--- src/rtl/muldiv_if.sv ---
// Request / register-file write-back bundle between the issue stage and muldiv_unit.
// The master drives operation requests; the slave (the unit) returns status and the write port.
interface muldiv_if #(
  parameter int WIDTH = 32
);
  logic             start;
  logic [1:0]       op;
  logic [WIDTH-1:0] a;
  logic [WIDTH-1:0] b;
  logic [4:0]       dest;
  logic             flush;
  logic             ready;
  logic             busy;
  logic             done;
  logic             we3;
  logic [4:0]       wa3;
  logic [WIDTH-1:0] wd3;

  modport master (
    output start, op, a, b, dest, flush,
    input  ready, busy, done, we3, wa3, wd3
  );

  modport slave (
    input  start, op, a, b, dest, flush,
    output ready, busy, done, we3, wa3, wd3
  );
endinterface

--- src/rtl/muldiv_unit.sv ---
// Iterative radix-2 unsigned multiply/divide unit: 32 steps per operation, then a
// one-cycle register-file write-back. All outputs come straight from flops.
module muldiv_unit #(
  parameter int WIDTH = 32
) (
  input  logic     clk,
  input  logic     reset_n,
  muldiv_if.slave  bus
);

  typedef enum logic [1:0] {
    ST_IDLE = 2'd0,
    ST_RUN  = 2'd1,
    ST_WB   = 2'd2
  } state_t;

  state_t               state_r, state_s;
  logic [1:0]           op_r, op_s;
  logic [WIDTH-1:0]     a_r, a_s;
  logic [WIDTH-1:0]     b_r, b_s;
  logic [4:0]           dest_r, dest_s;
  logic [5:0]           cnt_r, cnt_s;
  // MUL: {product high, remaining multiplier bits}; DIV: {remainder, quotient}.
  logic [2*WIDTH-1:0]   acc_r, acc_s;

  logic [WIDTH:0]       sum_s;
  logic [WIDTH:0]       shl_s;
  logic [WIDTH:0]       diff_s;
  logic                 divzero_s;

  logic                 ready_r, ready_s;
  logic                 busy_r, busy_s;
  logic                 done_r, done_s;
  logic                 we3_r, we3_s;
  logic [4:0]           wa3_r, wa3_s;
  logic [WIDTH-1:0]     wd3_r, wd3_s;

  // Odd opcodes (MULHI, REMU) take the upper accumulator half.
  function automatic logic [WIDTH-1:0] sel_result(input logic [1:0] op,
                                                  input logic [2*WIDTH-1:0] acc);
    logic [WIDTH-1:0] res;
    if (op[0]) begin
      res = acc[2*WIDTH-1:WIDTH];
    end else begin
      res = acc[WIDTH-1:0];
    end
    return res;
  endfunction

  // One shift-add and one restoring shift-subtract step from the current accumulator.
  always_comb begin
    sum_s  = {1'b0, acc_r[2*WIDTH-1:WIDTH]} +
             (acc_r[0] ? {1'b0, a_r} : {(WIDTH+1){1'b0}});
    shl_s  = {acc_r[2*WIDTH-1:WIDTH], acc_r[WIDTH-1]};
    diff_s = shl_s - {1'b0, b_r};
  end

  // Next-state, operand capture and accumulator update.
  always_comb begin
    state_s   = state_r;
    op_s      = op_r;
    a_s       = a_r;
    b_s       = b_r;
    dest_s    = dest_r;
    cnt_s     = cnt_r;
    acc_s     = acc_r;
    divzero_s = bus.op[1] && (bus.b == {WIDTH{1'b0}});
    if (bus.flush) begin
      state_s = ST_IDLE;
    end else begin
      case (state_r)
        ST_IDLE: begin
          if (bus.start) begin
            op_s   = bus.op;
            a_s    = bus.a;
            b_s    = bus.b;
            dest_s = bus.dest;
            cnt_s  = 6'd0;
            if (divzero_s) begin
              // Preload quotient all-ones and remainder = dividend, go straight to WB.
              acc_s   = {bus.a, {WIDTH{1'b1}}};
              state_s = ST_WB;
            end else if (bus.op[1]) begin
              acc_s   = {{WIDTH{1'b0}}, bus.a};
              state_s = ST_RUN;
            end else begin
              acc_s   = {{WIDTH{1'b0}}, bus.b};
              state_s = ST_RUN;
            end
          end else begin
            state_s = ST_IDLE;
          end
        end
        ST_RUN: begin
          cnt_s = cnt_r + 6'd1;
          if (op_r[1]) begin
            if (!diff_s[WIDTH]) begin
              acc_s = {diff_s[WIDTH-1:0], acc_r[WIDTH-2:0], 1'b1};
            end else begin
              acc_s = {shl_s[WIDTH-1:0], acc_r[WIDTH-2:0], 1'b0};
            end
          end else begin
            acc_s = {sum_s, acc_r[WIDTH-1:1]};
          end
          if (cnt_r == 6'(WIDTH - 1)) begin
            state_s = ST_WB;
          end else begin
            state_s = ST_RUN;
          end
        end
        ST_WB: begin
          state_s = ST_IDLE;
        end
        default: begin
          state_s = ST_IDLE;
        end
      endcase
    end
  end

  // Output values for the cycle after the edge, derived from the next state.
  always_comb begin
    ready_s = (state_s == ST_IDLE);
    busy_s  = (state_s != ST_IDLE);
    if (state_s == ST_WB) begin
      done_s = 1'b1;
      we3_s  = (dest_s != 5'd0);
      wa3_s  = dest_s;
      wd3_s  = sel_result(op_s, acc_s);
    end else begin
      done_s = 1'b0;
      we3_s  = 1'b0;
      wa3_s  = 5'd0;
      wd3_s  = {WIDTH{1'b0}};
    end
  end

  // State, datapath and output registers with synchronous active-low reset.
  always_ff @(posedge clk) begin
    if (!reset_n) begin
      state_r <= ST_IDLE;
      op_r    <= 2'd0;
      a_r     <= {WIDTH{1'b0}};
      b_r     <= {WIDTH{1'b0}};
      dest_r  <= 5'd0;
      cnt_r   <= 6'd0;
      acc_r   <= {(2*WIDTH){1'b0}};
      ready_r <= 1'b1;
      busy_r  <= 1'b0;
      done_r  <= 1'b0;
      we3_r   <= 1'b0;
      wa3_r   <= 5'd0;
      wd3_r   <= {WIDTH{1'b0}};
    end else begin
      state_r <= state_s;
      op_r    <= op_s;
      a_r     <= a_s;
      b_r     <= b_s;
      dest_r  <= dest_s;
      cnt_r   <= cnt_s;
      acc_r   <= acc_s;
      ready_r <= ready_s;
      busy_r  <= busy_s;
      done_r  <= done_s;
      we3_r   <= we3_s;
      wa3_r   <= wa3_s;
      wd3_r   <= wd3_s;
    end
  end

  assign bus.ready = ready_r;
  assign bus.busy  = busy_r;
  assign bus.done  = done_r;
  assign bus.we3   = we3_r;
  assign bus.wa3   = wa3_r;
  assign bus.wd3   = wd3_r;

endmodule
--- src/flat_wrapper.sv ---
// flat-port wrapper written by rule: the top's interface ports become plain ports
module muldiv_unit_flat 
#(
  parameter int WIDTH = 32
)
  (clk, reset_n, bus_start, bus_op, bus_a, bus_b, bus_dest, bus_flush, bus_ready, bus_busy, bus_done, bus_we3, bus_wa3, bus_wd3);
  muldiv_if #(.WIDTH(WIDTH)) bus_i ();
  input  logic clk;
  input  logic reset_n;
  input wire logic [$bits(bus_i.start)-1:0] bus_start;
  input wire logic [$bits(bus_i.op)-1:0] bus_op;
  input wire logic [$bits(bus_i.a)-1:0] bus_a;
  input wire logic [$bits(bus_i.b)-1:0] bus_b;
  input wire logic [$bits(bus_i.dest)-1:0] bus_dest;
  input wire logic [$bits(bus_i.flush)-1:0] bus_flush;
  output wire logic [$bits(bus_i.ready)-1:0] bus_ready;
  output wire logic [$bits(bus_i.busy)-1:0] bus_busy;
  output wire logic [$bits(bus_i.done)-1:0] bus_done;
  output wire logic [$bits(bus_i.we3)-1:0] bus_we3;
  output wire logic [$bits(bus_i.wa3)-1:0] bus_wa3;
  output wire logic [$bits(bus_i.wd3)-1:0] bus_wd3;
  assign bus_i.start = bus_start;
  assign bus_i.op = bus_op;
  assign bus_i.a = bus_a;
  assign bus_i.b = bus_b;
  assign bus_i.dest = bus_dest;
  assign bus_i.flush = bus_flush;
  assign bus_ready = bus_i.ready;
  assign bus_busy = bus_i.busy;
  assign bus_done = bus_i.done;
  assign bus_we3 = bus_i.we3;
  assign bus_wa3 = bus_i.wa3;
  assign bus_wd3 = bus_i.wd3;
  muldiv_unit #(.WIDTH(WIDTH)) u_core (.clk(clk), .reset_n(reset_n), .bus(bus_i));
endmodule
--- config.mk ---
export PLATFORM = sky130hd
export DESIGN_NAME = muldiv_unit_flat
export DESIGN_NICKNAME = d
export VERILOG_FILES = /design/src/rtl/muldiv_if.sv /design/src/rtl/muldiv_unit.sv /design/src/flat_wrapper.sv
export SDC_FILE = /design/constraint.sdc
export NUM_CORES = 1
export LEC_CHECK = 0
export CORE_UTILIZATION = 35
export DETAILED_ROUTE_END_ITERATION = 6
export SETUP_SLACK_MARGIN = 0.4
export SYNTH_ARGS = -nofsm -noshare
export SYNTH_HDL_FRONTEND = slang
export SYNTH_SLANG_ARGS = --single-unit
--- constraint.sdc ---
create_clock -name clk -period 7 [get_ports clk]
set_input_delay 2.1 -clock clk [delete_from_list [all_inputs] [get_ports clk]]
set_output_delay 2.1 -clock clk [all_outputs]
set_load 0.01 [all_outputs]
# ---- Word level (Yosys, flattened, before mapping)
# Index checks and enable logic that the tools add are counted.
dict set report word_totals {
  mem_bits_rw 0
  latchBits 0
  wordCells 55
  rom_bits 0
  out_inout_bits 41
  ff_bits 184
  n_memories 0
  inputBits 75
}
dict set report op_classes {
  n_reduce_logical 10
  n_shift 0
  n_mux 23
  n_eq_ne 4
  magnitude_cmp 0
  bitwise_logic 1
  multipliers 0
  div_mod_pow 0
  n_addsub 3
}
# op count
set op_table {}
lappend op_table {{64-bit two-way mux} 5}
lappend op_table {{64-bit case mux with 2 select lines} 1}
lappend op_table {{32-bit two-way mux} 3}
lappend op_table {{32-bit by 33-bit adder with 33-bit output} 1}
lappend op_table {{33-bit by 32-bit subtractor with 33-bit output} 1}
lappend op_table {{32-bit zero test} 1}
lappend op_table {{5-bit two-way mux} 3}
lappend op_table {{6-bit case mux with 2 select lines} 1}
lappend op_table {{2-bit two-way mux} 4}
lappend op_table {{6-bit by 1-bit adder with 6-bit output (second input constant)} 1}
lappend op_table {{6-bit by 5-bit == test with 1-bit output (second input constant)} 1}
lappend op_table {{6-bit two-way mux} 1}
lappend op_table {{3-bit AND reduction} 2}
lappend op_table {{5-bit nonzero test} 1}
lappend op_table {{2-bit zero test} 2}
lappend op_table {{1-bit two-way mux} 4}
lappend op_table {{2-bit case mux with 2 select lines} 1}
lappend op_table {{2-bit nonzero test} 2}
lappend op_table {{2-bit by 1-bit == test with 1-bit output (second input constant)} 1}
lappend op_table {{2-bit == test (second input constant)} 1}
lappend op_table {{2-bit != test (second input constant)} 1}
lappend op_table {{2-bit AND reduction} 1}
lappend op_table {{1-bit logical AND} 1}
lappend op_table {{1-bit NOT} 1}

# ---- Depth between registers and ports, before layout
# Gate-level depths: netlist of run 1.
dict set report depth {
  ltp_word 8
  mapped_depth 14
  mapped_depth_nobuf 14
}

# ---- Least setup slack after synthesis of run 1
# No wires, ideal clock.
dict set report synth_timing {
  kind {input -> register}
  start {in bus_op[1]}
  end {reg u_core.wd3_r[10], in the netlist u_core.bus.wd3[10]}
  arrival_ns 4.184
  cell_stages 13
  slack_ns 2.746
  path_cell_list {buf_2 nor4b_1 nand4_1 nor4_1 and3_1 buf_2 a21oi_1 or3_1 clkbuf_1 inv_2 buf_2 o21ai_0 a21oi_1}
}
dict set report synth_between {
  elab_chain_len 7
  word_cells_on_any_way 13
  cone_classes {1 x eq/ne; 10 x mux; 2 x reduce/logical}
}
# element line_no
set synth_lines {}
lappend synth_lines {{start: declaration} flat_wrapper.sv:11} ;# input wire logic [$bits(bus_i.op)-1:0] bus_op;
lappend synth_lines {{1-bit logical AND} muldiv_unit.sv:67} ;# divzero_s = bus.op[1] && (bus.b == {WIDTH{1'b0}});
lappend synth_lines {{2-bit two-way mux} muldiv_unit.sv:79} ;# if (divzero_s) begin
lappend synth_lines {{2-bit two-way mux} muldiv_unit.sv:73} ;# if (bus.start) begin
lappend synth_lines {{2-bit case mux with 2 select lines} muldiv_unit.sv:71} ;# case (state_r)
lappend synth_lines {{2-bit two-way mux} muldiv_unit.sv:68} ;# if (bus.flush) begin
lappend synth_lines {{2-bit == test} muldiv_unit.sv:125} ;# if (state_s == ST_WB) begin
lappend synth_lines {{2-bit AND reduction (no source line)} --}
lappend synth_lines {{end signal: assignment} muldiv_unit.sv:153} ;# wd3_r <= {WIDTH{1'b0}};
lappend synth_lines {{end signal: assignment} muldiv_unit.sv:167} ;# wd3_r <= wd3_s;
lappend synth_lines {{end: declaration} muldiv_unit.sv:36} ;# logic [WIDTH-1:0] wd3_r, wd3_s;
# Several ways; a longest one is shown, not always the timed one.
# A chain may end at the register's enable or synchronous reset.

# ---- Final worst setup path of run 1
dict set report layout_timing {
  start {in bus_b[4]}
  end {reg u_core.wd3_r[18], in the netlist u_core.bus.wd3[18]}
}
dict set report layout_between {
  elab_chain_len 8
  word_cells_on_any_way 13
  cone_classes {1 x eq/ne; 9 x mux; 3 x reduce/logical}
}
# element line_no
set layout_lines {}
lappend layout_lines {{start: declaration} flat_wrapper.sv:13} ;# input wire logic [$bits(bus_i.b)-1:0] bus_b;
lappend layout_lines {{32-bit zero test *} muldiv_unit.sv:67}
lappend layout_lines {{1-bit logical AND *} muldiv_unit.sv:67}
lappend layout_lines {{2-bit two-way mux} muldiv_unit.sv:79}
lappend layout_lines {{2-bit two-way mux} muldiv_unit.sv:73}
lappend layout_lines {{2-bit case mux with 2 select lines} muldiv_unit.sv:71}
lappend layout_lines {{2-bit two-way mux} muldiv_unit.sv:68}
lappend layout_lines {{2-bit == test} muldiv_unit.sv:125}
lappend layout_lines {{2-bit AND reduction (no source line)} --}
# Mark *: on every way between the ends. The rest lies on a longest branch, timed or not.

==> run_results.csv, run 1 <==
group,metric,value,unit
setup_path,endpoint_kind,"register",
drt,ant_nets,0,
min_path,hold_class,"register to register",
yosys,syn_avg_cell_area,7.62,um^2
sta,min_period,5.35,ns
sta,drv_slew,0,
yosys,yosysTopAreaCell,"dfxtp_1",
sta,finClkSkew,0.0145,ns
clock_tree,cts_tree,"done",
setup_path,path_max_fanout,15,
place,gp_congestion,0.937,
yosys,muxShareOfSynthArea,0.0769,
cells_and_area,layout.cells.non_filler,2191,
yosys,yosys.cell_types.count,73,
place,place_hpwl,36400,um
yosys,syn_area,12700,um^2
power,worst_ir_drop_vdd,0.161,mV
yosys,synth_fa_ha_area_frac,0.0670,
yosys,synth-xor-area-share,0.0393,
cells_and_area,n_antenna_cell,0,
clock_tree,cts_num_sinks,184,
floorplan,fp.dieH,193,um
yosys,ys_ff_latch,184,
place,port_buffers,115,
power,leakage,5.90,nW
clock_tree,clk_pin_slew_worst_paths,0.08,ns
global_routing,grt_pass1_wl,73500,um
cells_and_area,layout-drive-gt1-share,0.0607,
cells_and_area,num-nets-final,1859,
clock_tree,htree_levels,4,
drt,vias,12854,
yosys,seq_area_frac_synth,0.289,
setup_path,startpoint,"bus_b[4]",
sta,post-route-period-util,0.764,
drt,detail_route.wl_per_cell,22.5,um
yosys,synth_enable_flop_cells,0,
sta,setup_viol,0,
setup_path,path_class,"input port to register",
clock_tree,postCtsSetupBuffers,0,
power,powerDensity,180,nW/um^2
yosys,synth-simple-area-share,0.208,
drt,drt-pass1-iter-count,7,
cells_and_area,final_util,0.415,
clock_tree,post_cts_resized,0,
setup_path,critPathArrivalTime,5.73,ns
yosys,ys_warn_count,0,
outcome,violations,"DRC",
cells_and_area,final_area,14800,um^2
clock_tree,cts_buffers,17,
power,pwr-share-comb,0.201,
setup_path,start_kind,"input port",
drt,vias_per_cell,5.87,
sta,tns,0,ns
place,place_area,14200,um^2
drt,wl,49200,um
global_routing,gr-usage-all-layers,0.265,
floorplan,die_w,193,um
global_routing,first_global_vias,11961,
clock_tree,ctsLongestPathBuffers,2,
sta,holdWs,0.455,ns
yosys,synthCells,1671,
yosys,synthArstFlopShare,0,
clock_tree,hold_buffers,0,
yosys,synth_fp_nets,1813,
drt,drc_errors,4,
yosys,synth_top_family_by_area,"compound AO/OA/AOI/OAI gates",
sta,hold_violations,0,
job,cap_violations,0,
min_path,holdCritStartpoint,"u_core.a_r[18]$_SDFFE_PN0P_",
global_routing,grt_max_degree,95,
yosys,ys.flop_type,"dfxtp_1",
place,dpl.cell_count,2159,
global_routing,grt.overflow.total,0,
sta,fmax,187,MHz
floorplan,start_util,0.357,
floorplan,ioPinCount,116,
floorplan,die-area,37100,um^2
sta,tightest_slew,1.18,ns
floorplan,coreArea,35700,um^2
yosys,synth_top_area_share,0.289,
global_routing,antenna_found_initial,0,
power,p_switching,0.000832,W
yosys,synth_area_leaders,"dfxtp_1 29%, a21oi_1 7.0%, nand2_1 6.8%, ha_1 6.4%, mux2i_1 5.2%",
sta,slew_headroom,0.215,
clock_tree,clock_latency,0.46,ns
power,clockPowerShare,0.384,
setup_path,r2r_start,"u_core.acc_r[31]$_SDFF_PN0_",
yosys,synth-compound-area-share,0.268,
outcome,outcome,"finished, violations left",
power,internal-power,0.00183,W
drt,drt_iter0_drc,1459,
power,seqPwrFrac,0.416,
floorplan,row_count,69,
cells_and_area,syn_to_final_growth,16.3,%
power,swShare,0.312,
setup_path,crit_required,7.39,ns
sta,rsz0062_at_grt,"false",
clock_tree,root_buffer,"clkbuf_16",
[path summary, 6_finish.rpt]
kind	end	slack (ns)	depth (start not counted)
max	u_core.bus.wd3[18]$_SDFF_PN0_	1.65	10
min reg2reg	u_core.a_r[18]$_SDFFE_PN0P_	0.45	2
max reg2reg	u_core.bus.wd3[10]$_SDFF_PN0_	2.19	14
min	u_core.a_r[18]$_SDFFE_PN0P_	0.45	2
[worst max-delay path, cell delays in order]
cell and delay, ns:
clkdlybuf4s50_1 0.46, nor4_1 0.74, nand4_1 0.22, nor4_1 0.55, and3_1 0.25, a21oi_1 0.06, or3_1 0.61, inv_2 0.41
o21ai_0 0.15, a31oi_1 0.17
[routing by layer]
layer  share of wire  routed length, um  global-route usage  vias up
li1                -                  -                   -     6128
met5               0                  0                   0        -
met2            0.43              21100               0.395      520
met1            0.47              23200               0.386     6139
met4           0.028               1400              0.0930        0
met3           0.071               3520              0.0356       67
[cells by family after synthesis]
| family | count (synthesis) |
|---|---|
| adders and majority gates | 67 |
| buffers and inverters | 167 |
| xor gates and xnor gates | 55 |
| DFF | 184 |
| AOI/OAI and AO/OA | 527 |
| and+or+nand+nor | 577 |
| muxes | 94 |
[cell usage in the layout, fill, tap and decap left out, drive strengths merged, types with 6 or more instances in the layout]
| cell | Yosys | final |
|---|---|---|
| nor3 | 26 | 26 |
| o211ai | 14 | 14 |
| o21ai | 78 | 78 |
| o32a | 9 | 9 |
| clkdlybuf4s50 | 0 | 114 |
| and4 | 6 | 6 |
| a22o | 20 | 20 |
| nor2 | 143 | 143 |
| and2 | 62 | 62 |
| a221oi | 11 | 11 |
| nand3 | 27 | 27 |
| nor2b | 8 | 8 |
| mux2 | 28 | 28 |
| a31oi | 16 | 16 |
| nand4 | 13 | 13 |
| and3 | 11 | 11 |
| nand2b | 13 | 13 |
| ha | 65 | 65 |
| nand2 | 232 | 232 |
| a22oi | 19 | 19 |
| o21a | 19 | 19 |
| a21o | 36 | 36 |
| inv | 55 | 60 |
| o211a | 10 | 10 |
| dfxtp | 184 | 184 |
| a211oi | 22 | 22 |
| a21oi | 179 | 179 |
| or3 | 8 | 8 |
| mux2i | 66 | 66 |
| clkbuf | 94 | 18 |
| o22ai | 42 | 42 |
| xor2 | 27 | 27 |
| xnor2 | 28 | 28 |
| buf | 18 | 25 |
| nor4 | 10 | 10 |
[state kept, by name, indices dropped and copies added, names as in the netlist]
name	count
u_core.acc_r	64
u_core.bus.done	1
u_core.cnt_r	6
u_core.dest_r	5
u_core.b_r	32
u_core.bus.wd3	32
u_core.a_r	32
u_core.bus.we3	1
u_core.op_r	2
u_core.state_r	2
u_core.bus.busy	1
u_core.bus.wa3	5
u_core.bus.ready	1
[synth_stat cells (all sizes together), types with 11 or more instances]
cell type and count:
a211oi 22, a21o 36, a21oi 179, a221oi 11, a22o 20, a22oi 19, a31oi 16, and2 62
and3 11, buf 18, clkbuf 94, dfxtp 184, ha 65, inv 55, mux2 28, mux2i 66
nand2 232, nand2b 13, nand3 27, nand4 13, nor2 143, nor3 26, o211ai 14, o21a 19
o21ai 78, o22ai 42, xnor2 28, xor2 27
[power groups by stage]
stage | Combinational (W) | Clock, W | Sequential, W
6_report | 0.000535 | 0.00102 | 0.00111
5_1_grt | 0.000574 | 0.00107 | 0.00111
4_1_cts | 0.000527 | 0.00103 | 0.00111
3_5_place_dp | 0.000523 | 0 | 0.00113
3_3_place_gp | 0.000523 | 0 | 0.00113
2_1_floorplan | 0.000343 | 0 | 0.00112
[metrics by stage]
stage                     total power, W  setup WS, ns
after detailed placement         0.00165          1.15
after CTS                        0.00267          1.62
after floorplan                  0.00146          2.75
final                            0.00266          1.65
after global routing             0.00275          1.41
after global placement           0.00165          1.18
[cell type report]
class | count | area [um^2]
multi-input cells | 1320 | 8400
repair buffers | 139 | 1330
well taps | 461 | 577
clock inverters | 14 | 163
flip-flops and latches | 184 | 3690
inverters | 55 | 208
fillers | 3685 | 20900
clock buffers | 18 | 439
Power figures use the tool's default switching activity.
==> inputs of run 2 (changes only) <==
==> constraint.sdc (replaced) <==
create_clock -name clk -period 4.5 [get_ports clk]
set_input_delay 1.35 -clock clk [delete_from_list [all_inputs] [get_ports clk]]
set_output_delay 1.35 -clock clk [all_outputs]
set_load 0.01 [all_outputs]
==> run_results.csv, run 2 (synthesis gave the netlist of run 1 again) <==
group,metric,value,unit
cells_and_area,multi_input_area,8480,um^2
sta,rsz0062_at_grt,"false",
drt,drc_errors,5,
drt,wl,49600,um
clock_tree,root_buffer,"clkbuf_16",
sta,finClkSkew,0.00907,ns
global_routing,gr-usage-all-layers,0.270,
clock_tree,cts_buffers,17,
setup_path,crit_path_frequent_cell,"a21oi_1",
setup_path,path_max_fanout,33,
setup_path,endpoint_kind,"register",
outcome,violations,"DRC",
sta,post-route-period-util,0.883,
clock_tree,clk_pin_slew_worst_paths,0.07,ns
drt,vias_per_cell,5.87,
power,leakage,6.18,nW
setup_path,start_kind,"register",
cells_and_area,layout_commonest_cell,"nand2_1",
clock_tree,hold_buffers,0,
sta,tns,0,ns
cells_and_area,syn_to_final_growth,19.9,%
setup_path,critPathArrivalTime,4.29,ns
setup_path,path_class,"register to register",
floorplan,coreArea,35700,um^2
floorplan,start_util,0.357,
floorplan,ioPinCount,116,
min_path,hold_class,"register to register",
sta,tightest_slew,1.03,ns
setup_path,crit_family,"compound AO/OA/AOI/OAI gates",
floorplan,fp.dieH,193,um
drt,ant_nets,0,
cells_and_area,final_area,15300,um^2
cells_and_area,layout-drive-gt1-share,0.0863,
sta,drv_slew,0,
floorplan,die-area,37100,um^2
clock_tree,cts_num_sinks,184,
power,worst_ir_drop_vdd,0.260,mV
sta,slew_headroom,0.314,
place,gp_congestion,0.959,
setup_path,slowest_stage,"a221oi_1",
setup_path,worst-path-buf-inv,3,
min_path,worstHoldPathCells,2,
place,place_area,14600,um^2
global_routing,grt.overflow.total,0,
setup_path,slowest_delay,0.59,ns
sta,min_period,3.97,ns
cells_and_area,nFillCells,3605,
cells_and_area,layout.cells.non_filler,2234,
clock_tree,clock_latency,0.46,ns
place,place_hpwl,36700,um
cells_and_area,register_area,3690,um^2
drt,drt-pass1-iter-count,7,
clock_tree,htree_levels,4,
setup_path,worst-path-stages,15,
cells_and_area,layout_common_cells,"232 x nand2_1, 183 x dfxtp_1, 179 x a21oi_1, 143 x nor2_1, 114 x clkdlybuf4s50_1",
setup_path,reg2reg_depth,15,
clock_tree,ctsLongestPathBuffers,2,
drt,drt_iter0_drc,1250,
global_routing,grt_max_degree,104,
floorplan,die_w,193,um
sta,fmax,252,MHz
drt,vias,13105,
global_routing,grt_pass1_wl,75100,um
setup_path,path_cells,"inv_1 > ha_1 > fa_1 > nand2b_1 > a21oi_1 > buf_4 > o21a_1 > a211o_1 > o21ai_4 > xnor2_4 > buf_12 > mux2i_1 > a21oi_1 > a221oi_1 > a211oi_1",
cells_and_area,num-nets-final,1901,
global_routing,antenna_found_initial,1,
place,port_buffers,115,
place,dpl.cell_count,2200,
power,powerDensity,270,nW/um^2
drt,detail_route.wl_per_cell,22.2,um
cells_and_area,regMostFlops,"u_core.acc_r",
cells_and_area,largest_reg_flops,64,
global_routing,first_global_vias,12237,
setup_path,r2r_setup_slack,0.53,ns
clock_tree,cts_tree,"done",
setup_path,crit_required,4.81,ns
floorplan,row_count,69,
job,cap_violations,0,
sta,hold_violations,0,
outcome,outcome,"finished, violations left",
sta,setup_viol,0,
==> run 2: path summary, 6_finish.rpt <==
check                                            startpoint                      endpoint
worst max-delay path            u_core.acc_r[31]$_SDFF_PN0_  u_core.bus.wd3[7]$_SDFF_PN0_
worst min register to register  u_core.a_r[11]$_SDFFE_PN0P_   u_core.a_r[11]$_SDFFE_PN0P_
worst min-delay path            u_core.a_r[11]$_SDFFE_PN0P_   u_core.a_r[11]$_SDFFE_PN0P_
worst max register to register  u_core.acc_r[31]$_SDFF_PN0_  u_core.bus.wd3[7]$_SDFF_PN0_
==> run 2: repair_timing <==
| item | CTS | global route |
|---|---|---|
| endpoints found under the hold margin | 0 | 0 |
| setup endpoints to repair | 52 | 17 |
| cloned | 0 | 0 |
| pin swaps | 0 | 3 |
| setup buffers | 0 | 1 |
| gates resized for setup | 4 | 7 |
==> run 2: power by group <==
part           total, W  switching [W]  internal (W)  leakage, nW
sequential      0.00172      0.0000453       0.00168         1.50
clock           0.00153       0.000715      0.000818        0.284
combinational  0.000868       0.000521      0.000347         4.40
total           0.00412        0.00128       0.00284         6.18
==> run 2: worst min-delay path, delay by kind of cell, from the launching register on <==
kind            cells  cell delay (ns)
compound gates      1             0.05
flops               1             0.31
simple gates        1             0.05
==> run 2: through the flow <==
| stage | setup WS, ns | hold WS [ns] | power [W] | util |
|---|---|---|---|---|
| after detailed placement | -0.352 | 0.443 | 0.00261 | 0.409 |
| final | 0.526 | 0.453 | 0.00412 | 0.428 |
| after global placement | -0.342 | 0.437 | 0.00260 | 0.409 |
| after CTS | 0.375 | 0.453 | 0.00414 | 0.426 |
| after global routing | 0.382 | 0.471 | 0.00428 | 0.428 |
| after floorplan | 0.996 | 0.432 | 0.00227 | - |
==> run 2: layer usage <==
metal | share of wire | routed length (um) | global-route usage
met1 | 0.46 | 22800 | 0.387
met2 | 0.43 | 21400 | 0.406
met3 | 0.081 | 4020 | 0.0444
met4 | 0.028 | 1400 | 0.0918
met5 | 0 | 0 | 0
==> run 2: final cells by class <==
| type | count | share of cell area |
|---|---|---|
| timing repair buffer | 181 | 0.113 |
| tap | 461 | 0.0378 |
| clock inverter | 12 | 0.00754 |
| sequential | 184 | 0.241 |
| clock buffer | 20 | 0.0306 |
| inverter | 55 | 0.0136 |
| antenna | 1 | 0.000164 |
| multi-input combinational | 1320 | 0.556 |
==> inputs of run 3 (changes only) <==
--- a/config.mk
+++ b/config.mk
@@ -5,8 +5,10 @@
 export SDC_FILE = /design/constraint.sdc
 export NUM_CORES = 1
 export LEC_CHECK = 0
+export ABC_AREA = 1
 export CORE_UTILIZATION = 35
 export DETAILED_ROUTE_END_ITERATION = 6
+export PLACE_DENSITY_LB_ADDON = 0.2
 export SETUP_SLACK_MARGIN = 0.4
 export SYNTH_ARGS = -nofsm -noshare
 export SYNTH_HDL_FRONTEND = slang
==> run_results.csv, run 3 <==
group,metric,value,unit
outcome,outcome,"complete, no violations",
floorplan,die-area,43300,um^2
cells_and_area,layout_commonest_cell,"nand2_1",
cells_and_area,layout_common_cells,"785 x nand2_1, 467 x inv_1, 236 x o21ai_0, 222 x a21oi_1, 183 x dfxtp_1",
setup_path,path_class,"register to register",
global_routing,grt_max_degree,108,
power,worst_ir_drop_vdd,0.174,mV
yosys,ys_warn_count,0,
clock_tree,cts_buffers,17,
floorplan,fp.dieH,208,um
power,powerDensity,269,nW/um^2
drt,drt-pass1-iter-count,6,
drt,detail_route.wl_per_cell,18.9,um
min_path,hold_class,"register to register",
sta,tns,0,ns
cells_and_area,nFillCells,4590,
clock_tree,clk_pin_slew_worst_paths,0.07,ns
yosys,ys_ff_latch,184,
setup_path,crit_path_frequent_cell,"nand2_1",
floorplan,die_w,208,um
sta,post-route-period-util,0.817,
clock_tree,postCtsSetupBuffers,0,
power,leakage,9.00,nW
clock_tree,root_buffer,"clkbuf_16",
yosys,synth_area_leaders,"dfxtp_1 25%, nand2_1 20%, inv_1 12%, o21ai_0 8.0%, a21oi_1 7.5%",
cells_and_area,layout-drive-gt1-share,0.0433,
cells_and_area,largest_reg_flops,64,
place,place_hpwl,47300,um
place,place_area,16600,um^2
yosys,yosys.cell_types.count,45,
setup_path,start_kind,"register",
floorplan,start_util,0.355,
sta,fmax,272,MHz
drt,ant_nets,0,
cells_and_area,regMostFlops,"u_core.acc_r",
clock_tree,ctsLongestPathBuffers,2,
clock_tree,htree_levels,4,
cells_and_area,syn_to_final_growth,15.6,%
yosys,synth_top_area_share,0.248,
cells_and_area,num-nets-final,2807,
sta,setup_viol,0,
setup_path,slowest_stage,"nand2_4",
drt,vias_per_cell,5.23,
floorplan,ioPinCount,116,
job,cap_violations,0,
cells_and_area,n_antenna_cell,0,
cells_and_area,final_area,17200,um^2
yosys,synthTopCellsByCount,"785 x nand2_1, 468 x inv_1, 236 x o21ai_0",
yosys,synth_most_common_cell,"nand2_1",
yosys,syn_avg_cell_area,5.72,um^2
drt,wl,60800,um
drt,drt_iter0_drc,1712,
sta,slew_headroom,0.356,
place,port_buffers,115,
yosys,synth_fp_nets,2739,
drt,drc_errors,0,
sta,tightest_slew,0.964,ns
sta,rsz0062_at_grt,"false",
setup_path,slowest_delay,0.48,ns
clock_tree,cts_tree,"done",
clock_tree,cts_num_sinks,184,
setup_path,endpoint_kind,"register",
clock_tree,clock_latency,0.46,ns
drt,vias,16808,
global_routing,grt_pass1_wl,92800,um
sta,min_period,3.68,ns
clock_tree,hold_buffers,0,
clock_tree,post_cts_resized,0,
cells_and_area,register_area,3680,um^2
global_routing,grt.overflow.total,0,
setup_path,critPathArrivalTime,4.03,ns
sta,hold_violations,0,
setup_path,crit_required,4.86,ns
sta,finClkSkew,0.0108,ns
yosys,syn_area,14900,um^2
floorplan,row_count,75,
sta,drv_slew,0,
yosys,seq_area_frac_synth,0.248,
global_routing,gr-usage-all-layers,0.279,
global_routing,first_global_vias,15660,
floorplan,coreArea,41900,um^2
setup_path,path_max_fanout,43,
place,gp_congestion,0.989,
setup_path,path_cells,"inv_1 > ha_1 > fa_1 > inv_1 > nand2_1 > nand2_1 > nand3_1 > nand2_1 > nand2_1 > nand2_2 > nand2_2 > nand2_2 > nand2_4 > nand2_4 > nand2_1 > nand2_1 > nand2_1 > nand2_1 > nand2_1 > nand2_1 > nand3_1 > nand2_1 > inv_1",
yosys,synthCells,2597,
cells_and_area,multi_input_area,8930,um^2
yosys,synthArstFlopShare,0,
yosys,yosysTopAreaCell,"dfxtp_1",
yosys,ys.flop_type,"dfxtp_1",
yosys,synth_enable_flop_cells,0,
global_routing,antenna_found_initial,2,
[run 3: where the power goes]
group,switching (W),internal [W]
clock network,0.000733,0.000854
logic,0.000873,0.000410
registers,0.0000482,0.00170
[run 3: metal layers]
layer | share of wire | wire length [um] | global-route usage
met1 | 0.45 | 27200 | 0.381
met2 | 0.44 | 26800 | 0.441
met3 | 0.079 | 4780 | 0.0411
met4 | 0.034 | 2080 | 0.111
met5 | 0.00031 | 19 | 0
[run 3: cell type report]
cell class | count | share of cell area
clock buffer | 19 | 0.0264
clock inverter | 12 | 0.00809
inverter | 478 | 0.104
multi-input combinational | 1829 | 0.520
sequential | 184 | 0.215
tap | 539 | 0.0393
timing repair buffer | 155 | 0.0871
[run 3: kinds of logic (layout without fill, tap and decap cells)]
group	after synthesis	in the layout	share of synthesized area
adder cells (fa/ha/maj)	67	67	0.0575
AO/OA/AOI/OAI	486	486	0.168
flip-flops	184	184	0.248
multiplexers	19	19	0.0128
AND/OR/NAND/NOR	1233	1233	0.348
XOR/XNOR	24	24	0.0142
buffers and inverters	584	664	0.151
[run 3: worst paths after layout]
kind                                             startpoint                            end  cells past startpoint  slack, ns
worst max-delay path            u_core.acc_r[31]$_SDFF_PN0_  u_core.bus.wd3[25]$_SDFF_PN0_                     23       0.82
worst max register to register  u_core.acc_r[31]$_SDFF_PN0_  u_core.bus.wd3[25]$_SDFF_PN0_                     23       0.82
worst min-delay path            u_core.b_r[26]$_SDFFE_PN0P_    u_core.b_r[26]$_SDFFE_PN0P_                      2       0.47
worst min register to register  u_core.b_r[26]$_SDFFE_PN0P_    u_core.b_r[26]$_SDFFE_PN0P_                      2       0.47
[run 3: per-stage QoR]
stage               worst slack (ns)  utilization  instances  power (W)  hold slack [ns]
finish                         0.824        0.410       3216    0.00462            0.475
global route                   0.576        0.410       3216    0.00485            0.507
detailed placement             0.653        0.396       3185    0.00304            0.463
floorplan                       1.68            -       2597    0.00261            0.433
CTS                            0.880        0.410       3216    0.00462            0.473
global placement               0.628        0.396       3185    0.00304            0.457
[run 3: critical path: cells and delay by family, from the launching register on]
kind / cells / cell delay, ns
fa+ha+maj: 2 / 0.71
flops: 1 / 0.34
simple gates: 18 / 2.21
buf+inv: 3 / 0.31
